## config.mk

```make
export PLATFORM = sky130hd
export DESIGN_NAME = div_iter
export DESIGN_NICKNAME = d
export VERILOG_FILES = /design/src/rtl/div_iter.sv
export SDC_FILE = /design/constraint.sdc
export NUM_CORES = 1
export LEC_CHECK = 0
export BUFFER_PORTS_ARGS = -buffer_cell sky130_fd_sc_hd__buf_4
export CAP_MARGIN = 40
export CORE_AREA = 2 2 152 154
export CTS_CLUSTER_DIAMETER = 150
export DETAILED_ROUTE_END_ITERATION = 7
export DIE_AREA = 0 0 154 156
export PLACE_DENSITY = 0.75
export SLEW_MARGIN = 20
export SYNTH_ARGS = -nofsm -noshare
export SYNTH_HDL_FRONTEND = slang
export SYNTH_SLANG_ARGS = --single-unit
```

## constraint.sdc

```tcl
create_clock -name clk -period 3.06 [get_ports clk]
set_clock_uncertainty 0.2 [all_clocks]
set_input_delay 0.153 -clock clk [delete_from_list [all_inputs] [get_ports clk]]
set_output_delay 0.153 -clock clk [all_outputs]
set_load 0.05 [all_outputs]
```

## src/rtl/div_iter.sv

```systemverilog
// div_iter: iterative radix-2 restoring divider for the EX stage (DIV/DIVU).
// One quotient bit per cycle, then a sign fix-up cycle; results land in
// quotient_o (LO) and remainder_o (HI) with a single-cycle done_o pulse.
// Optional feature macro: DIV_ZERO_DETECT_EN adds the DZ state and dbz_o,
// giving a one-cycle zero-divisor result instead of running the full loop.
//
// state | meaning
// ------+------------------------------------------------------------
// IDLE  | waiting for start_i; results held
// CALC  | shift/trial-subtract, one quotient bit per edge, WIDTH edges
// FIX   | apply quotient/remainder sign fix-up, register results, done
// DZ    | zero divisor: load 0/0 with dbz_o=1, done (macro only)

module div_iter #(
  parameter int WIDTH = 32
) (
  input  logic             clk,
  input  logic             rst,
  input  logic             start_i,
  input  logic             signed_i,
  input  logic [WIDTH-1:0] dividend_i,
  input  logic [WIDTH-1:0] divisor_i,
  input  logic             cancel_i,
  output logic             busy_o,
  output logic             done_o,
  output logic [WIDTH-1:0] quotient_o,
`ifdef DIV_ZERO_DETECT_EN
  output logic             dbz_o,
`endif
  output logic [WIDTH-1:0] remainder_o
);

  localparam int CW = $clog2(WIDTH + 1);
  localparam logic [WIDTH-1:0] ONE = WIDTH'(1);
  localparam logic [CW-1:0] LAST_ITER = CW'(WIDTH - 1);

`ifdef DIV_ZERO_DETECT_EN
  typedef enum logic [1:0] {IDLE, CALC, FIX, DZ} state_t;
`else
  typedef enum logic [1:0] {IDLE, CALC, FIX} state_t;
`endif

  state_t state_q, state_d;

  logic [CW-1:0]    cnt_q;
  logic [WIDTH-1:0] rem_q;      // partial remainder
  logic [WIDTH-1:0] quo_q;      // dividend bits shifting out, quotient bits shifting in
  logic [WIDTH-1:0] dvs_q;      // divisor magnitude
  logic             qneg_q;
  logic             rneg_q;
  logic [WIDTH-1:0] quotient_q;
  logic [WIDTH-1:0] remainder_q;
  logic             done_q;
`ifdef DIV_ZERO_DETECT_EN
  logic             dbz_q;
`endif

  logic             accept;
  logic             neg_a, neg_b;
  logic [WIDTH-1:0] mag_a, mag_b;
  logic [WIDTH:0]   rem_sh, diff;
  logic             keep;

  // Operand magnitudes and the per-step trial subtraction.
  always_comb begin
    accept = start_i && !cancel_i;
    neg_a  = signed_i && dividend_i[WIDTH-1];
    neg_b  = signed_i && divisor_i[WIDTH-1];
    mag_a  = neg_a ? (~dividend_i + ONE) : dividend_i;
    mag_b  = neg_b ? (~divisor_i + ONE) : divisor_i;
    rem_sh = {rem_q, quo_q[WIDTH-1]};
    diff   = rem_sh - {1'b0, dvs_q};
    // remainder stays below the divisor, so bit WIDTH is the borrow
    keep   = ~diff[WIDTH];
  end

  // Next-state logic; cancel wins over completion in every busy state.
  always_comb begin
    state_d = state_q;
    case (state_q)
      IDLE: begin
        if (accept) begin
`ifdef DIV_ZERO_DETECT_EN
          state_d = (divisor_i == '0) ? DZ : CALC;
`else
          state_d = CALC;
`endif
        end
      end
      CALC: begin
        if (cancel_i)                state_d = IDLE;
        else if (cnt_q == LAST_ITER) state_d = FIX;
      end
      FIX:     state_d = IDLE;
`ifdef DIV_ZERO_DETECT_EN
      DZ:      state_d = IDLE;
`endif
      default: state_d = IDLE;
    endcase
  end

  // State register.
  always_ff @(posedge clk or negedge rst) begin
    if (!rst) state_q <= IDLE;
    else      state_q <= state_d;
  end

  // Datapath: operand capture, iteration, fix-up and result registers.
  always_ff @(posedge clk or negedge rst) begin
    if (!rst) begin
      cnt_q       <= '0;
      rem_q       <= '0;
      quo_q       <= '0;
      dvs_q       <= '0;
      qneg_q      <= 1'b0;
      rneg_q      <= 1'b0;
      quotient_q  <= '0;
      remainder_q <= '0;
      done_q      <= 1'b0;
`ifdef DIV_ZERO_DETECT_EN
      dbz_q       <= 1'b0;
`endif
    end else begin
      done_q <= 1'b0;
      case (state_q)
        IDLE: begin
          if (accept) begin
            rem_q  <= '0;
            quo_q  <= mag_a;
            dvs_q  <= mag_b;
            qneg_q <= neg_a ^ neg_b;
            rneg_q <= neg_a;
            cnt_q  <= '0;
          end
        end
        CALC: begin
          if (!cancel_i) begin
            rem_q <= keep ? diff[WIDTH-1:0] : rem_sh[WIDTH-1:0];
            quo_q <= {quo_q[WIDTH-2:0], keep};
            cnt_q <= cnt_q + CW'(1);
          end
        end
        FIX: begin
          if (!cancel_i) begin
            quotient_q  <= qneg_q ? (~quo_q + ONE) : quo_q;
            remainder_q <= rneg_q ? (~rem_q + ONE) : rem_q;
            done_q      <= 1'b1;
`ifdef DIV_ZERO_DETECT_EN
            dbz_q       <= 1'b0;
`endif
          end
        end
`ifdef DIV_ZERO_DETECT_EN
        DZ: begin
          if (!cancel_i) begin
            quotient_q  <= '0;
            remainder_q <= '0;
            dbz_q       <= 1'b1;
            done_q      <= 1'b1;
          end
        end
`endif
        default: ;
      endcase
    end
  end

  assign busy_o      = (state_q != IDLE);
  assign done_o      = done_q;
  assign quotient_o  = quotient_q;
  assign remainder_o = remainder_q;
`ifdef DIV_ZERO_DETECT_EN
  assign dbz_o       = dbz_q;
`endif

endmodule

```

==> results of run 1 <==
[critical path: stages (launching register included)]
cell and delay (ps):
dfrtp_2 430, nor4_4 340, nand4b_1 210, nand2b_4 190
or4_4 420, or4_4 440, or4_4 540, o31ai_4 190
xor2_1 170, o21ai_1 80
[final cells by class]
cell class,count,area [um^2],share of cell area
Clock buffer,17,425,0.0273
Tap cell,285,357,0.0229
Multi-Input combinational cell,1034,7050,0.453
Inverter,46,173,0.0111
Timing Repair Buffer,371,3110,0.200
Clock inverter,15,171,0.0110
Sequential cell,171,4290,0.275
[final timing paths]
check | slack, ps | start | end
hold / removal | 2 | dividend_i[1] | quo_q[1]
max in group asynchronous | 1790 | rst | rem_q[0]
setup / recovery | -290 | rem_q[3] | remainder_o[28]
min in group asynchronous | 130 | rst | done_o
hold reg to reg | 280 | quotient_o[19] | quotient_o[19]
setup reg to reg | -290 | rem_q[3] | remainder_o[28]
[sequential cells by signal, indices dropped and copies added, names as in the netlist]
| signal | cells |
|---|---|
| rem_q | 32 |
| quo_q | 32 |
| state_q | 2 |
| remainder_o | 32 |
| dvs_q | 32 |
| done_o | 1 |
| rneg_q | 1 |
| qneg_q | 1 |
| quotient_o | 32 |
| cnt_q | 6 |
[cells by family (layout without fill, tap and decap cells)]
logic type,count (synthesis),count (layout),share of synthesized area
simple gates,410,410,0.172
compound gates,408,408,0.214
flops,171,171,0.387
xor+xnor,148,148,0.117
buf+inv,112,449,0.0383
fa+ha+maj,38,38,0.0437
mux,30,30,0.0274
[layer usage]
layer / global-route usage / vias up / wire [um]
li1: - / 5279 / -
met1: 0.361 / 5352 / 14700
met2: 0.430 / 488 / 16100
met3: 0.0344 / 75 / 2230
met4: 0.0814 / 0 / 809
met5: 0 / - / 0
[synthesized netlist by cell type (all sizes together), types with 7 or more instances]
library cell  number
a21o              23
a21oi             86
a31oi             10
and2               9
and3               7
clkbuf            60
dfrtp            171
ha                37
inv               46
mux2i             28
nand2            212
nand2b             8
nand3             12
nand4             10
nor2              67
nor2b              8
nor3              20
nor4               7
o21a               7
o21ai            209
o31ai             27
o41ai             17
or3               18
or4               20
xnor2             46
xor2             102
[timing repair]
| action | CTS | global route |
|---|---|---|
| cloned | 1 | 1 |
| pin swaps | 22 | 44 |
| endpoints found under the hold margin | 124 | 0 |
| hold buffers | 62 | 0 |
| resized for setup | 42 | 128 |
| setup endpoints to repair | 48 | 59 |
| setup buffers | 7 | 14 |
[stage by stage]
step | utilization | worst slack [ps] | total power [mW] | hold slack (ps) | TNS (ps)
after detailed placement | 0.603 | -344 | 9.71 | 39.0 | -9170
final | 0.696 | -295 | 13.7 | 2.40 | -3600
after global routing | 0.696 | -434 | 14.4 | 27.6 | -7040
after floorplan | - | -164 | 7.10 | -343 | -634
after CTS | 0.670 | -260 | 12.4 | 2.80 | -1650
after global placement | 0.601 | -242 | 9.49 | 36.2 | -3070
[power groups by stage]
stage | combinational, mW | sequential (mW) | clock (mW)
floorplan | 4.04 | 3.06 | 0
global placement | 6.41 | 3.08 | 0
detailed placement | 6.63 | 3.08 | 0
CTS | 7.19 | 3.07 | 2.18
global route | 8.98 | 3.15 | 2.27
finish | 8.40 | 3.12 | 2.17
==> results.sh, run 1 <==
export IMPL_design_die_area_mm2=0.0240
export IMPL_floorplan_die_width_um=154
export IMPL_drive_above_1_share=0.274
export IMPL_hpwl_um=22800
export IMPL_stdcell_area_mm2=0.0156
export IMPL_worst_ep_arrival_time_ps=3450
export IMPL_synth_yosys_seq_area_share=0.387
export IMPL_grt_pass1_wl_um=50800
export IMPL_synthArstFlopShare=1.00
export IMPL_postSynthCellCount=1317
export IMPL_cts_htree_levels=4
export IMPL_final_instance_count_excl_fill=1939
export IMPL_critical_path_endpoint_type="flop"
export IMPL_synth_edff_count=0
export IMPL_rr_worst_depth=9
export IMPL_cts_inserted_buffers=17
export IMPL_via_count=11200
export IMPL_report_final_setup_viol=38
export IMPL_final_net_count=1748
export IMPL_clk_path_buf_depth=2
export IMPL_worst_setup_hold_path_clk_slew_ps=70
export IMPL_num_fill_cells=1594
export IMPL_synth_nets=1424
export IMPL_hold_path_class="input pin to flop"
export IMPL_num_rows=55
export IMPL_place_area_mm2=0.0135
export IMPL_layout_setup_ws_ps=-295
export IMPL_power_frac_comb=0.614
export IMPL_status="finished with violations"
export IMPL_grtUsageTotal=0.262
export IMPL_antenna_violating_nets_post_route=0
export IMPL_initialDrtViolationCount=988
export IMPL_cell_count_after_placement=1824
export IMPL_timing_slew_headroom=0.503
export IMPL_clock_sinks=171
export IMPL_grt_start_max_net_pins=76
export IMPL_layout_cells_most_common_list="buf_4 (292), nand2_1 (210), dfrtp_1 (165)"
export IMPL_clock_root_buffer="clkbuf_16"
export IMPL_rsz_0062_raised_after_global_routing="yes"
export IMPL_pwr_share_seq=0.228
export IMPL_routed_wire_length_per_instance_um=17.5
export IMPL_grt_antenna_before_repair=0
export IMPL_via_count_of_the_first_global_routing_pass=10300
export IMPL_worst_slew_pin_transition_ps=746
export IMPL_clk_insertion_delay_late_ps=440
export IMPL_worstSetupPathType="flop to flop"
export IMPL_layout_commonest_cell="buf_4"
export IMPL_internal_power_mw=7.82
export IMPL_switchingPower_mw=5.87
export IMPL_power_share_clock=0.159
export IMPL_worstSetupStartpointType="flop"
export IMPL_route_detailed_drc=0
export IMPL_hold_violations=0
export IMPL_final_max_slew_violation_count=0
export IMPL_avgViaCountPerCell=5.77
export IMPL_gp_routability_congestion=0.950
export IMPL_hold_depth=5
export IMPL_initial_utilization=0.494
export IMPL_core_mm2=0.0224
export IMPL_max_freq_ghz=0.298
export IMPL_maxCapViolCount=0
export IMPL_critical_path_peak_fanout=3
export IMPL_p_leak_nw=7.32
export IMPL_synthDominantCellAreaShare=0.387
export IMPL_critical_path_required_ps=3150
export IMPL_synth_avg_cell_area_um2=8.39
export IMPL_die_y_um=156
export IMPL_fin_crit_ps=3350
export IMPL_grt_remaining_overflow=0
export IMPL_ys_dominant_reg_cell="dfrtp_1"
export IMPL_mappedNetlistArea_mm2=0.0110
export IMPL_layout_area_overhead_vs_synth_pct=41.0
export IMPL_ys_types=60
export IMPL_synthesis_stage_register_bit_count=171
export IMPL_drt_first_pass_iters=6
export IMPL_post_synth_main_area_contributors="dfrtp_1 (39%), o21ai_0 (9.3%), xor2_1 (8.1%)"
export IMPL_synth_yosys_warnings=0
export IMPL_io_buffer_count=134
export IMPL_io_pin_count=135
export IMPL_switching_share_of_total_power=0.429
export IMPL_synthDominantAreaCellType="dfrtp_1"
export IMPL_violated_checks="setup timing"
export IMPL_timing_final_crit_share=1.10
export IMPL_tritoncts_clock_tree="built"
export IMPL_powerDensity_mw_per_mm2=879
export IMPL_vdd_ir_max_uv=606
export IMPL_n_antenna_cell=0
export IMPL_routed_wl_um=33900
(Power assumes the default switching activity.)
==> run 2: changes to the inputs <==
- TNS_END_PERCENT: not set -> 1
==> run 2 against run 1 <==
The flow still finishes with violations (setup timing). Register-to-register slack improved by 40 ps. Total power decreased by 11%. Non-clock buffer count decreased by 27. Fmax increased by 1.3%. Largest cell class unchanged.
==> results.sh, run 2 (synthesis results as in run 1) <==
export IMPL_antenna_violating_nets_post_route=0
export IMPL_status="finished with violations"
export IMPL_worst_slew_pin_transition_ps=768
export IMPL_design_die_area_mm2=0.0240
export IMPL_vdd_ir_max_uv=591
export IMPL_final_max_slew_violation_count=0
export IMPL_grt_antenna_before_repair=1
export IMPL_pwr_share_seq=0.252
export IMPL_cts_inserted_buffers=17
export IMPL_grtUsageTotal=0.259
export IMPL_switchingPower_mw=5.14
export IMPL_violated_checks="setup timing"
export IMPL_p_leak_nw=7.06
export IMPL_layout_cells_most_common_list="buf_4 (267), nand2_1 (211), o21ai_0 (197)"
export IMPL_hold_ws_ps=8.50
export IMPL_cts_htree_levels=4
export IMPL_gp_routability_congestion=0.947
export IMPL_switching_share_of_total_power=0.420
export IMPL_hold_path_class="input pin to flop"
export IMPL_grt_pass1_wl_um=50400
export IMPL_num_rows=55
export IMPL_grt_start_max_net_pins=81
export IMPL_setup_reg_to_reg_worst_slack_ps=-250
export IMPL_clock_sinks=171
export IMPL_drive_above_1_share=0.226
export IMPL_clk_path_buf_depth=2
export IMPL_worst_setup_hold_path_clk_slew_ps=70
export IMPL_worst_ep_arrival_time_ps=3420
export IMPL_timing_final_crit_share=1.08
export IMPL_tritoncts_clock_tree="built"
export IMPL_critical_path_peak_fanout=3
export IMPL_clock_root_buffer="clkbuf_16"
export IMPL_die_y_um=156
export IMPL_power_share_clock=0.180
export IMPL_final_instance_count_excl_fill=1913
export IMPL_worstSetupStartpointType="flop"
export IMPL_clk_insertion_delay_late_ps=440
export IMPL_via_count=10800
export IMPL_rsz_0062_raised_after_global_routing="yes"
export IMPL_route_detailed_drc=0
export IMPL_io_buffer_count=134
export IMPL_via_count_of_the_first_global_routing_pass=10000
export IMPL_critical_path_endpoint_type="flop"
export IMPL_layout_area_overhead_vs_synth_pct=34.6
export IMPL_final_net_count=1721
export IMPL_report_final_setup_viol=21
export IMPL_internal_power_mw=7.10
export IMPL_maxCapViolCount=0
export IMPL_layout_commonest_cell="buf_4"
export IMPL_initialDrtViolationCount=996
export IMPL_floorplan_die_width_um=154
export IMPL_routed_wl_um=31300
export IMPL_layout_setup_ws_ps=-253
export IMPL_initial_utilization=0.494
export IMPL_cts_post_setup_buffers_inserted=0
export IMPL_hpwl_um=22500
export IMPL_fin_crit_ps=3310
export IMPL_grt_remaining_overflow=0
export IMPL_routed_wire_length_per_instance_um=16.4
export IMPL_cell_count_after_placement=1809
export IMPL_core_mm2=0.0224
export IMPL_max_freq_ghz=0.302
export IMPL_io_pin_count=135
export IMPL_drt_first_pass_iters=6
export IMPL_worstSetupPathType="flop to flop"
export IMPL_critical_path_required_ps=3160
export IMPL_timing_slew_headroom=0.488
export IMPL_avgViaCountPerCell=5.65
export IMPL_power_frac_comb=0.568
export IMPL_powerDensity_mw_per_mm2=823
export IMPL_hold_violations=0
[run 2: final timing paths]
kind | start | endpoint | cells after the start
setup / recovery | quo_q[10] | quotient_o[30] | 9
hold / removal | dividend_i[4] | quo_q[4] | 5
setup reg to reg | quo_q[10] | quotient_o[30] | 9
min in group asynchronous | rst | dvs_q[7] | 2
hold reg to reg | dvs_q[26] | dvs_q[26] | 2
max in group asynchronous | rst | quo_q[11] | 3
[run 2: layout make-up]
class                           instances  area (um^2)
Clock buffer                           17          425
Tap cell                              285          357
Timing Repair Buffer                  344         2820
Sequential cell                       171         4280
Inverter                               46          173
Multi-Input combinational cell       1034         6620
Clock inverter                         15          189
Antenna cell                            1         2.50
Fill cell                            1718         7490
[run 2: metal layers]
| metal | GRT usage | wire (um) | part of all wire |
|---|---|---|---|
| met4 | 0.0828 | 804 | 0.026 |
| met5 | 0 | 0 | 0 |
| met3 | 0.0333 | 1980 | 0.063 |
| met1 | 0.367 | 14000 | 0.45 |
| met2 | 0.415 | 14500 | 0.46 |
[run 2: what timing repair did]
item	in CTS	in global routing
gates resized for setup	25	33
endpoints found under the setup margin	45	58
pin swaps	6	2
hold endpoints to repair	135	0
hold buffers	70	0
[run 2: per-stage QoR]
stage                     TNS [ps]  total power [mW]  cell area (um^2)   util  worst slack, ps
final                        -2080              12.2             14900  0.665             -253
after global routing         -8400              13.1             14900  0.665             -370
after CTS                    -1690              11.9             14700  0.658             -275
after detailed placement     -7340              9.41             13300  0.595             -279
after global placement       -3010              9.25             13300  0.595             -211
after floorplan              -4990              6.90             11100      -             -167
[run 2: power groups by stage]
stage	logic (mW)	clock network, mW	registers [mW]
after detailed placement	6.31	0	3.09
final	6.95	2.20	3.09
after global routing	7.60	2.32	3.13
after global placement	6.19	0	3.06
after CTS	6.60	2.22	3.07
after floorplan	3.85	0	3.05
[run 2: critical path: stages (launching register included)]
cell	delay [ps]
dfrtp_1	380
or4_4	560
nor3_4	140
or3b_4	400
or3_4	380
or3_4	380
or2_4	270
o41ai_4	210
xor2_1	180
o21ai_1	70
